===== src/rtl/ahb_lite_fifo_subordinate.sv =====
// rtl/ahb_lite_fifo_subordinate.sv - AHB-Lite subordinate with TX/RX byte FIFOs behind one data window
// Wait states on FIFO full/empty, bounded by TIMEOUT, ending in a two-cycle ERROR response.
module ahb_lite_fifo_subordinate #(
  parameter int FIFO_DEPTH = 16,
  parameter int TIMEOUT    = 255,
  parameter int ADDR_W     = 8
) (
  input  logic              clk,
  input  logic              rst,
  input  logic              hsel,
  input  logic [ADDR_W-1:0] haddr,
  input  logic [1:0]        htrans,
  input  logic [2:0]        hsize,
  input  logic              hwrite,
  input  logic [31:0]       hwdata,
  output logic [31:0]       hrdata,
  output logic              hready,
  output logic              hresp,
  output logic [7:0]        tx_data,
  output logic              tx_valid,
  input  logic              tx_ready,
  input  logic [7:0]        rx_data,
  input  logic              rx_valid,
  output logic              rx_ready,
  input  logic [31:0]       status_in,
  output logic [31:0]       ctrl_out
);

  localparam int AW = $clog2(FIFO_DEPTH);
  localparam int SW = (TIMEOUT > 0) ? $clog2(TIMEOUT + 2) : 1;
  localparam logic [7:0] DEPTH8 = 8'(FIFO_DEPTH);

  typedef enum logic [2:0] {S_IDLE, S_DATA, S_WAIT, S_ERR1, S_ERR2} state_t;

  state_t        state_q, state_d;
  logic [3:0]    addr_q, addr_d;
  logic [2:0]    size_q, size_d;
  logic          write_q, write_d;
  logic          hready_q, hready_d;
  logic          hresp_q, hresp_d;
  logic [31:0]   ctrl_q, ctrl_d;
  logic [31:0]   ext_q, ext_d;
  logic          tmo_flag_q, tmo_flag_d;
  logic          err_flag_q, err_flag_d;
  logic [SW-1:0] stall_q, stall_d;
  logic [AW-1:0] tx_wr_q, tx_wr_d, tx_rd_q, tx_rd_d;
  logic [AW-1:0] rx_wr_q, rx_wr_d, rx_rd_q, rx_rd_d;
  logic [7:0]    tx_cnt_q, tx_cnt_d, rx_cnt_q, rx_cnt_d;
  logic [7:0]    tx_mem [FIFO_DEPTH];
  logic [7:0]    rx_mem [FIFO_DEPTH];

  logic        accept, in_phase, done, stall, tmo, is_win;
  logic        bus_push, bus_pop, ctrl_wr, flush, clr, tx_pop, rx_push;
  logic [2:0]  nb;
  logic [1:0]  base;
  logic [3:0]  lane_en;
  logic [7:0]  push_byte [4];
  logic [31:0] rdata;

  function automatic logic [2:0] size_bytes(input logic [2:0] sz);
    return 3'd1 << sz[1:0];
  endfunction

  function automatic logic addr_error(input logic [ADDR_W-1:0] a, input logic [2:0] sz,
                                      input logic wr);
    logic misaligned;
    misaligned = (sz == 3'd1 && a[0]) || (sz == 3'd2 && a[1:0] != 2'd0);
    return (a[ADDR_W-1:4] != '0) || (sz > 3'd2) || misaligned ||
           (wr && (a[3:2] == 2'd1 || a[3:2] == 2'd2));
  endfunction

  // Whether a data phase for this access can finish given the registered FIFO counts.
  function automatic logic can_complete(input logic [3:0] a, input logic [2:0] sz, input logic wr,
                                        input logic [7:0] txc, input logic [7:0] rxc);
    logic [7:0] n;
    n = {5'd0, size_bytes(sz)};
    if (a[3:2] != 2'd0) return 1'b1;
    if (wr) return (DEPTH8 - txc) >= n;
    return rxc >= n;
  endfunction

  always_comb begin
    accept   = hsel && hready_q && htrans[1];
    in_phase = (state_q == S_DATA) || (state_q == S_WAIT);
    done     = in_phase && hready_q;
    stall    = in_phase && !hready_q;
    tmo      = stall && (TIMEOUT != 0) && (int'(stall_q) + 1 >= TIMEOUT);
    is_win   = addr_q[3:2] == 2'd0;
    nb       = size_bytes(size_q);
    base     = addr_q[1:0];
    bus_push = done && write_q && is_win;
    bus_pop  = done && !write_q && is_win;
    ctrl_wr  = done && write_q && addr_q[3:2] == 2'd3;
    tx_pop   = (tx_cnt_q != 8'd0) && tx_ready;
    rx_push  = rx_valid && (rx_cnt_q != DEPTH8);

    for (int l = 0; l < 4; l++) begin
      lane_en[l]   = (3'(l) >= {1'b0, base}) && (3'(l) < {1'b0, base} + nb);
      push_byte[l] = hwdata[8*(base + 2'(l)) +: 8];
    end

    flush = ctrl_wr && lane_en[0] && hwdata[0];
    clr   = ctrl_wr && lane_en[0] && hwdata[1];

    ctrl_d = ctrl_q;
    for (int l = 0; l < 4; l++)
      if (ctrl_wr && lane_en[l]) ctrl_d[8*l +: 8] = hwdata[8*l +: 8];
    ctrl_d[1:0] = 2'b00;

    tx_cnt_d = tx_cnt_q + (bus_push ? {5'd0, nb} : 8'd0) - {7'd0, tx_pop};
    tx_wr_d  = tx_wr_q + (bus_push ? AW'(nb) : '0);
    tx_rd_d  = tx_rd_q + AW'(tx_pop);
    rx_cnt_d = rx_cnt_q + {7'd0, rx_push} - (bus_pop ? {5'd0, nb} : 8'd0);
    rx_wr_d  = rx_wr_q + AW'(rx_push);
    rx_rd_d  = rx_rd_q + (bus_pop ? AW'(nb) : '0);
    if (flush) begin
      tx_cnt_d = 8'd0; tx_wr_d = '0; tx_rd_d = '0;
      rx_cnt_d = 8'd0; rx_wr_d = '0; rx_rd_d = '0;
    end
  end

  always_comb begin
    state_d    = state_q;
    addr_d     = addr_q;
    size_d     = size_q;
    write_d    = write_q;
    stall_d    = stall_q;
    ext_d      = ext_q;
    tmo_flag_d = tmo_flag_q;
    err_flag_d = err_flag_q;
    if (accept) begin
      addr_d  = haddr[3:0];
      size_d  = hsize;
      write_d = hwrite;
      ext_d   = status_in;
      stall_d = '0;
      state_d = addr_error(haddr, hsize, hwrite) ? S_ERR1 : S_DATA;
    end else begin
      case (state_q)
        S_DATA, S_WAIT: begin
          if (done) state_d = S_IDLE;
          else if (tmo) begin
            state_d    = S_ERR1;
            tmo_flag_d = 1'b1;
          end else begin
            state_d = S_WAIT;
            stall_d = stall_q + SW'(1);
          end
        end
        S_ERR1:  state_d = S_ERR2;
        default: state_d = S_IDLE;
      endcase
    end
    if (state_q == S_ERR2) err_flag_d = 1'b1;
    if (clr) begin
      tmo_flag_d = 1'b0;
      err_flag_d = 1'b0;
    end
    // hready is precomputed from next-state counts so it is a clean flop output.
    hresp_d = (state_d == S_ERR1) || (state_d == S_ERR2);
    case (state_d)
      S_DATA, S_WAIT: hready_d = can_complete(addr_d, size_d, write_d, tx_cnt_d, rx_cnt_d);
      S_ERR1:         hready_d = 1'b0;
      default:        hready_d = 1'b1;
    endcase
  end

  always_comb begin
    rdata = '0;
    if (in_phase && hready_q && !write_q) begin
      case (addr_q[3:2])
        2'd0: begin
          for (int i = 0; i < 4; i++) begin
            logic [1:0] lane;
            lane = base + 2'(i);
            if (3'(i) < nb) rdata[8*lane +: 8] = rx_mem[rx_rd_q + AW'(i)];
          end
        end
        2'd1:    rdata = {12'd0, err_flag_q, tmo_flag_q, rx_cnt_q == DEPTH8, tx_cnt_q == 8'd0,
                          rx_cnt_q, tx_cnt_q};
        2'd2:    rdata = ext_q;
        default: rdata = ctrl_q;
      endcase
    end
  end

  always_ff @(posedge clk) begin
    if (rst) begin
      state_q    <= S_IDLE;
      addr_q     <= '0;
      size_q     <= '0;
      write_q    <= 1'b0;
      hready_q   <= 1'b1;
      hresp_q    <= 1'b0;
      ctrl_q     <= '0;
      ext_q      <= '0;
      tmo_flag_q <= 1'b0;
      err_flag_q <= 1'b0;
      stall_q    <= '0;
      tx_wr_q    <= '0;
      tx_rd_q    <= '0;
      tx_cnt_q   <= '0;
      rx_wr_q    <= '0;
      rx_rd_q    <= '0;
      rx_cnt_q   <= '0;
    end else begin
      state_q    <= state_d;
      addr_q     <= addr_d;
      size_q     <= size_d;
      write_q    <= write_d;
      hready_q   <= hready_d;
      hresp_q    <= hresp_d;
      ctrl_q     <= ctrl_d;
      ext_q      <= ext_d;
      tmo_flag_q <= tmo_flag_d;
      err_flag_q <= err_flag_d;
      stall_q    <= stall_d;
      tx_wr_q    <= tx_wr_d;
      tx_rd_q    <= tx_rd_d;
      tx_cnt_q   <= tx_cnt_d;
      rx_wr_q    <= rx_wr_d;
      rx_rd_q    <= rx_rd_d;
      rx_cnt_q   <= rx_cnt_d;
    end
  end

  always_ff @(posedge clk) begin
    for (int i = 0; i < 4; i++)
      if (bus_push && 3'(i) < nb) tx_mem[tx_wr_q + AW'(i)] <= push_byte[i];
    if (rx_push) rx_mem[rx_wr_q] <= rx_data;
  end

  assign hrdata   = rdata;
  assign hready   = hready_q;
  assign hresp    = hresp_q;
  assign tx_data  = tx_mem[tx_rd_q];
  assign tx_valid = tx_cnt_q != 8'd0;
  assign rx_ready = rx_cnt_q != DEPTH8;
  assign ctrl_out = ctrl_q;

endmodule


===== config.mk =====
export PLATFORM = sky130hd
export DESIGN_NAME = ahb_lite_fifo_subordinate
export DESIGN_NICKNAME = d
export VERILOG_FILES = /design/src/rtl/ahb_lite_fifo_subordinate.sv
export SDC_FILE = /design/constraint.sdc
export NUM_CORES = 1
export LEC_CHECK = 0
export BUFFER_PORTS_ARGS = -buffer_cell sky130_fd_sc_hd__buf_2
export CAP_MARGIN = 40
export CORE_MARGIN = 10
export CORE_UTILIZATION = 30
export DETAILED_ROUTE_END_ITERATION = 16
export GPL_TIMING_DRIVEN = 0
export HOLD_SLACK_MARGIN = 0.1
export PLACE_DENSITY = 0.43
export SYNTH_ARGS = -nofsm -noshare
export SYNTH_HDL_FRONTEND = slang
export SYNTH_SLANG_ARGS = --single-unit

===== constraint.sdc =====
create_clock -name clk -period 12.4 [get_ports clk]
set_input_delay 1.86 -clock clk [delete_from_list [all_inputs] [get_ports clk]]
set_output_delay 1.86 -clock clk [all_outputs]
set_load 0.05 [all_outputs]

==> results of run 1 <==
-- worst max-delay path by stage --
stage,start,cells past startpoint,to,slack (ns)
after CTS,rx_rd_q[1],15,hrdata[15],4.90
final,rx_rd_q[1],14,hrdata[13],4.83
after global placement,rx_rd_q[1],14,hrdata[13],4.72
after global routing,rx_rd_q[1],15,hrdata[15],4.66
after detailed placement,rx_rd_q[1],14,hrdata[13],5.57
after floorplan,addr_q[1],9,hrdata[27],6.35
-- through the flow --
stage	util, %	power (uW)	cell area [um^2]	cells
floorplan	-	2240	25900	2569
global placement	32.9	2660	28100	3875
detailed placement	33.6	2690	28700	3937
CTS	35.4	4100	30200	4024
global route	35.4	4260	30200	4025
finish	35.4	4080	30200	4028
-- flip-flops by register name, indices dropped and copies added, names as in the netlist, 2 cells and up --
register and flops:
size_q 2, tx_mem 128, rx_rd_q 4, state_q 3, tx_cnt_q 8, rx_wr_q 4
rx_mem 128, ctrl_out 30, ext_q 32, tx_wr_q 4, rx_cnt_q 8, addr_q 4
stall_q 9, tx_rd_q 4
-- worst reg2reg max path, stage by stage, from the launching register on --
cell and delay (ns):
dfxtp_1 0.39, xnor2_1 0.22, buf_2 0.29, nor4b_2 0.68
clkbuf_1 0.54, and3_1 0.39, ha_1 0.18, inv_1 0.04
ha_1 0.21, fa_1 0.44, a211oi_1 0.26, o21bai_1 0.11
a21oi_1 0.17, xor2_1 0.21, nand4_1 0.13, o21ai_0 0.39
a41oi_1 0.17
-- per-layer routing --
metal,part of all wire (%),vias up,GRT usage [%]
met5,0.018,-,0
met4,2.6,4,6.15
met2,45,1204,37.9
met1,45,12087,32.9
li1,-,10387,-
met3,7.3,191,3.81
-- cells in the mapped netlist (25+ instances only) --
cell type and number:
mux2i_1 269, and2_1 36, o21ai_0 133, buf_1 25
a21oi_1 203, buf_2 50, mux4_2 110, a22oi_1 79
a211oi_1 101, dfxtp_1 117, nand2_1 213, inv_1 45
edfxtp_1 256, nand3_1 64, ha_1 62, nor3_1 31
clkbuf_1 97, nor2_1 246
-- cells by family (layout without fill, tap and decap cells) --
kind of cell | after synthesis | in the layout | synth area share [%]
AOI/OAI and AO/OA | 714 | 714 | 18.0
xor gates and xnor gates | 41 | 41 | 1.47
adders and majority gates | 67 | 67 | 3.38
buffers and inverters | 246 | 558 | 4.33
DFF | 373 | 373 | 38.8
muxes | 401 | 401 | 20.9
other | 1 | 5 | 0.0145
and+or+nand+nor | 725 | 725 | 13.2
-- placed cells by master, fill, tap and decap left out, types with 12 or more instances in the layout --
master / n
nor2b_1: 19
nand2b_1: 19
buf_1: 25
o21ai_1: 14
nor2_1: 246
mux2_2: 22
o22ai_1: 23
mux4_2: 110
nand3_1: 64
ha_1: 62
a21oi_1: 203
nor3_2: 19
clkbuf_1: 106
inv_1: 45
mux2i_1: 269
a211oi_1: 100
xnor2_1: 21
xor2_1: 17
nor2_2: 13
nand2_1: 213
buf_2: 223
o211ai_1: 12
clkbuf_16: 49
a22oi_1: 79
a221oi_1: 20
buf_4: 57
nor3_1: 27
nand4_1: 14
o21ai_0: 130
buf_6: 16
edfxtp_1: 256
dfxtp_1: 117
and2_1: 36
and3_1: 13
-- final cells by class --
class                   count  area (um^2)
fillers                  8739        55200
diodes                      3         7.51
flip-flops and latches    373        10000
well taps                1144         1430
multi-input cells        1950        14800
repair buffers            225         1320
plain buffers             198          941
inverters                  48          180
clock inverters            25          233
clock buffers              62         1320
-- power groups by stage --
stage	Clock, uW	Sequential, uW	Combinational, uW
after floorplan	0	1430	808
after CTS	1420	1420	1260
final	1390	1420	1270
after detailed placement	0	1450	1250
after global routing	1470	1430	1360
after global placement	0	1450	1220
==> flow_summary_export.csv, run 1 <==
group,metric,value,unit
run_status,outcome,"finished, final reports clean",
synth,synth_area_leaders,"edfxtp_1 30%, mux2i_1 10%, mux4_2 9.6%",
grt,grt_pass1_wl,174000,um
critical_path,r2r-end,"hready",
placed_design,numPortBuffers,162,
detailed_routing,wirelength,121000,um
detailed_routing,dr.pass1.iters,7,
timing,final.setup.tns,0,ns
clocking,worstSkewPairLatency,0.61,ns
synth,synthCells,2568,
critical_path,crit_buf_inv,7,
synth,synth_sequential_area_ratio,38.8,%
pwr,internal-power,2660,uW
critical_path,worst_setup_path_end_kind,"primary output",
grt,grt_overflow,0,
grt,track_usage,23.7,%
layout,final_nets,3002,
critical_path,crit_fanout,10,
grt,grt_max_degree,17,
placed_design,dpl.hpwl,97000,um
floorplan,die_area,0.0984,mm^2
pwr,p_clk_share,33.9,%
synth,yosysUniqueCellTypes,91,
detailed_routing,ant_nets,0,
detailed_routing,routedWlPerCell,30.0,um
hold_path,holdPathStages,2,
critical_path,crit_family,"compound AO/OA/AOI/OAI gates",
synth,syn-cell-area,0.0259,mm^2
synth,yosys_most_used_dff,"edfxtp_1",
synth,ys_warn_count,0,
pwr,power.share.switching,34.9,%
grt,grt_pass1_vias,23603,
detailed_routing,via_per_inst,5.93,
clocking,clk_pin_slew,0.06,ns
run,drv_cap,0,
critical_path,r2r_start,"state_q[0]",
floorplan,initial_core_util,30.3,%
critical_path,rr_worst_depth,16,
timing,fin_skew,0.0322,ns
hold_path,hp-class,"reg2reg",
critical_path,crit_slowest_cell,"a211oi_2",
pwr,ir_drop,0.106,mV
critical_path,cpPeakStageDelay,0.67,ns
grt,antenna_found_initial,6,
synth,synth_edf_count,256,
critical_path,worst_path_most_repeated_cell,"buf_2",
placed_design,pre_cts_slack,5.57,ns
timing,worst_pin_slew,0.998,ns
pwr,sequentialPowerShare,34.8,%
clocking,cts_buffer_depth,3,
floorplan,rows,107,
timing,finalSetupViolCount,0,
floorplan,io_pins,167,
clocking,cts_resized,0,
hold_path,holdPathEnd,"ext_q[24]",
clocking,clock_sinks,373,
detailed_routing,drc_errors,0,
floorplan,die_width,314,um
timing,rsz0062_at_grt,"no",
clocking,cts_tree,"yes",
detailed_routing,drt_iter0_markers,2781,
pwr,p_leak,0.0111,uW
pwr,combPwrFrac,31.2,%
floorplan,die_y,314,um
timing,fin_crit,7.57,ns
timing,relSlewSlack,33.2,%
critical_path,r2r_setup_slack,7.41,ns
critical_path,cp_cell_sequence,"buf_2, inv_1, clkbuf_1, ha_1, buf_2, inv_1, and2_1, clkbuf_1, a221oi_1, nor2_1, a211oi_2, a221oi_1, o22ai_1, buf_2",
timing,max_freq,132,MHz
pwr,powerDensity,135,mW/mm^2
critical_path,crit_required,10.54,ns
timing,worst_slack,4.83,ns
detailed_routing,via_count,23873,
clocking,post-cts-setup-buffers,0,
synth,synthArstFlopShare,0,%
timing,hold_viol,0,
layout,area_growth,16.8,%
clocking,cts_buffers,48,
timing,slew_viol_final,0,
floorplan,core,0.0854,mm^2
clocking,htree_levels,2,
timing,timing.hold.ws,0.454,ns
synth,yosys.area.top_type,"edfxtp_1",
critical_path,cp.arrival,5.71,ns
hold_path,hold_path_startpoint,"ext_q[24]",
synth,synth_seq_cells,373,
placed_design,gp_congestion,0.980,
clocking,root_buffer,"clkbuf_16",
synth,synth_area_per_cell,10.1,um^2
critical_path,start_kind,"register",
critical_path,critical_path_class,"reg2out",
timing,timing.final.crit_share,61.1,%
pwr,p_switching,1430,uW
clocking,holdBufCountCts,0,
layout,drive_gt1_share,19.8,%
synth,synth_top_area_share,29.7,%
(Power assumes the default switching activity.)
==> run 2, diff against run 1 <==
--- a/config.mk
+++ b/config.mk
@@ -5,6 +5,7 @@
 export SDC_FILE = /design/constraint.sdc
 export NUM_CORES = 1
 export LEC_CHECK = 0
+export ABC_AREA = 1
 export BUFFER_PORTS_ARGS = -buffer_cell sky130_fd_sc_hd__buf_2
 export CAP_MARGIN = 40
 export CORE_MARGIN = 10
==> constraint.sdc (replaced) <==
create_clock -name clk -period 7.68 [get_ports clk]
set_input_delay 1.152 -clock clk [delete_from_list [all_inputs] [get_ports clk]]
set_output_delay 1.152 -clock clk [all_outputs]
set_load 0.05 [all_outputs]
==> flow_summary_export.csv, run 2 <==
group,metric,value,unit
critical_path,cpPeakStageDelay,0.68,ns
timing,hold_viol,0,
detailed_routing,drc_errors,0,
clocking,cts_buffer_depth,3,
placed_design,gp_congestion,0.974,
synth,synth_adder_area_share,3.33,%
synth,synth_area_per_cell,7.28,um^2
clocking,cts_resized,0,
synth,synth_top_family_by_area,"simple AND/OR/NAND/NOR gates",
synth,synthTopCellsByCount,"668 x nand2_1, 428 x o21ai_0, 332 x a21oi_1",
synth,yosys.area_share.simple,26.1,%
timing,fin_skew,0.0471,ns
detailed_routing,dr.pass1.iters,6,
timing,timing.final.crit_share,84.5,%
timing,max_freq,154,MHz
critical_path,crit_family,"buffers and inverters",
timing,slew_viol_final,0,
timing,rsz0062_at_grt,"no",
grt,antenna_found_initial,5,
synth,yosysMostFrequentCell,"nand2_1",
critical_path,r2r_setup_slack,3.16,ns
floorplan,core,0.0869,mm^2
critical_path,crit_required,6.53,ns
synth,synthArstFlopShare,0,%
critical_path,start_kind,"register",
critical_path,critPathLaunch,"rx_rd_q[1]",
clocking,root_buffer,"clkbuf_16",
critical_path,r2r_start,"state_q[1]",
synth,synth_sequential_area_ratio,38.1,%
critical_path,crit_slowest_cell,"buf_1",
synth,synthMuxAreaShare,1.22,%
placed_design,numPortBuffers,162,
detailed_routing,drt_iter0_markers,3378,
critical_path,crit_end,"hrdata[13]",
run,drv_cap,0,
timing,finalSetupViolCount,0,
critical_path,cp_cell_sequence,"buf_2, inv_1, buf_2, buf_1, ha_1, clkbuf_1, inv_1, clkbuf_1, nand3_1, nand3_1, nand4_1, a21oi_1, nand2_1, nand2_1, nand2_1, a21oi_1, buf_2",
run_status,outcome,"finished, final reports clean",
synth,synth_xor_area_share,0.633,%
timing,final.setup.tns,0,ns
critical_path,critical_path_class,"reg2out",
floorplan,initial_core_util,30.3,%
floorplan,io_pins,167,
synth,yosys_most_used_dff,"edfxtp_1",
grt,track_usage,25.3,%
timing,relSlewSlack,36.6,%
layout,fin_area,0.0304,mm^2
critical_path,rr_worst_depth,22,
detailed_routing,highest_layer,"met5",
layout,drive_gt1_share,13.5,%
layout,final_common_cell,"nand2_1",
layout,stdcell_count,5049,
clocking,clock_sinks,373,
floorplan,die_y,316,um
critical_path,r2r-end,"hready",
grt,grt_pass1_vias,26428,
synth,yosys.area.top_type,"edfxtp_1",
grt,grt_overflow,0,
pwr,p_leak,0.0119,uW
layout,largestRegisters,"rx_mem (128), tx_mem (128), ext_q (32)",
detailed_routing,wl_met3,9590,um
pwr,powerDensity,229,mW/mm^2
placed_design,place_inst,4961,
synth,ys_warn_count,0,
clocking,post-cts-setup-buffers,0,
floorplan,die_width,316,um
detailed_routing,routedWlPerCell,25.9,um
detailed_routing,wirelength,131000,um
layout,mostFrequentLayoutCells,"668 x nand2_1, 428 x o21ai_0, 332 x a21oi_1",
synth,synthCells,3612,
detailed_routing,via_count,27889,
grt,grt_max_degree,17,
detailed_routing,ant_nets,0,
synth,synth_seq_cells,373,
detailed_routing,via_per_inst,5.52,
layout,final_nets,4015,
clocking,cts_buffers,49,
critical_path,crit_fanout,12,
synth,synth_edf_count,256,
timing,timing.hold.ws,0.444,ns
detailed_routing,wl_met2,58500,um
clocking,holdBufCountCts,0,
clocking,htree_levels,2,
synth,synth_top_area_share,29.2,%
floorplan,die_area,0.0999,mm^2
detailed_routing,wl_met1,57500,um
clocking,cts_tree,"yes",
layout,fillerInstances,9410,
clocking,worstSkewPairLatency,0.62,ns
synth,synth_area_leaders,"edfxtp_1 29%, nand2_1 9.5%, dfxtp_1 8.9%",
layout,area_growth,15.7,%
placed_design,dpl.hpwl,103000,um
timing,fin_crit,6.49,ns
pwr,ir_drop,0.175,mV
synth,syn-cell-area,0.0263,mm^2
placed_design,dpl-instance-area,0.0288,mm^2
critical_path,worst_setup_path_end_kind,"primary output",
critical_path,cp.arrival,5.34,ns
critical_path,crit_buf_inv,8,
grt,grt_pass1_wl,187000,um
hold_path,hp-class,"reg2reg",
synth,yosysUniqueCellTypes,53,
synth,synth_compound_area_share,21.9,%
critical_path,path_depth,17,
timing,worst_pin_slew,0.952,ns
clocking,clk_pin_slew,0.05,ns
floorplan,rows,108,
layout,utilization,35.0,%
## run 2: changes by cell type in the layout (fill, tap and decap cells not counted), moves of 129 or more
| cell | delta |
|---|---|
| a21oi_1 | +129 |
| inv_1 | +246 |
| mux2i_1 | -237 |
| nand2_1 | +455 |
| nand3_1 | +199 |
| o21ai_0 | +298 |
## run 2: tightest hold or removal path, delay by kind of cell, from the launching register on
kind,cells,cell delay (ns)
flip-flops,1,0.29
AO/OA/AOI/OAI,1,0.05
buffers and inverters,1,0.05
## run 2: report_power, final
group | internal [uW] | switching, uW
Sequential | 2240 | 50.4
Combinational | 696 | 1660
Clock | 1380 | 941
## run 2: kinds of logic after synthesis
logic type      Yosys count
simple gates           1517
compound gates         1052
buf+inv                 554
flops                   373
fa+ha+maj                67
mux                      32
xor+xnor                 16
other cells               1
## run 2: routing by layer
layer,track usage [%],vias up
li1,-,13022
met1,34.5,13299
met2,40.1,1295
met3,3.98,267
met4,8.77,6
met5,0,-
## run 2: how the worst min path moves through the flow
stage,end,start,slack [ns],cells after the start
final,ext_q[12],ext_q[12],0.44,2
after global routing,ext_q[24],ext_q[24],0.46,2
after CTS,ext_q[12],ext_q[12],0.45,2
after detailed placement,ext_q[12],ext_q[12],0.44,2
after global placement,ext_q[23],ext_q[23],0.44,2
after floorplan,tmo_flag_q,tmo_flag_q,0.42,2
## run 2: final cells by class
cell class | count | area, um^2 | area share, %
clock buffers | 59 | 1320 | 4.32
plain buffers | 226 | 1040 | 3.41
clock inverters | 28 | 273 | 0.896
flip-flops and latches | 373 | 10000 | 32.9
multi-input cells | 2686 | 14000 | 46.0
diodes | 1 | 2.50 | 0.00822
repair buffers | 193 | 1100 | 3.60
inverters | 328 | 1230 | 4.05
well taps | 1155 | 1450 | 4.75
## run 2: metrics by stage
stage                     setup slack (ns)  power (uW)
final                                 1.19        6970
after global routing                  1.01        7320
after CTS                             1.31        6960
after detailed placement              1.91        4630
after global placement                1.93        4620
after floorplan                       3.18        3790
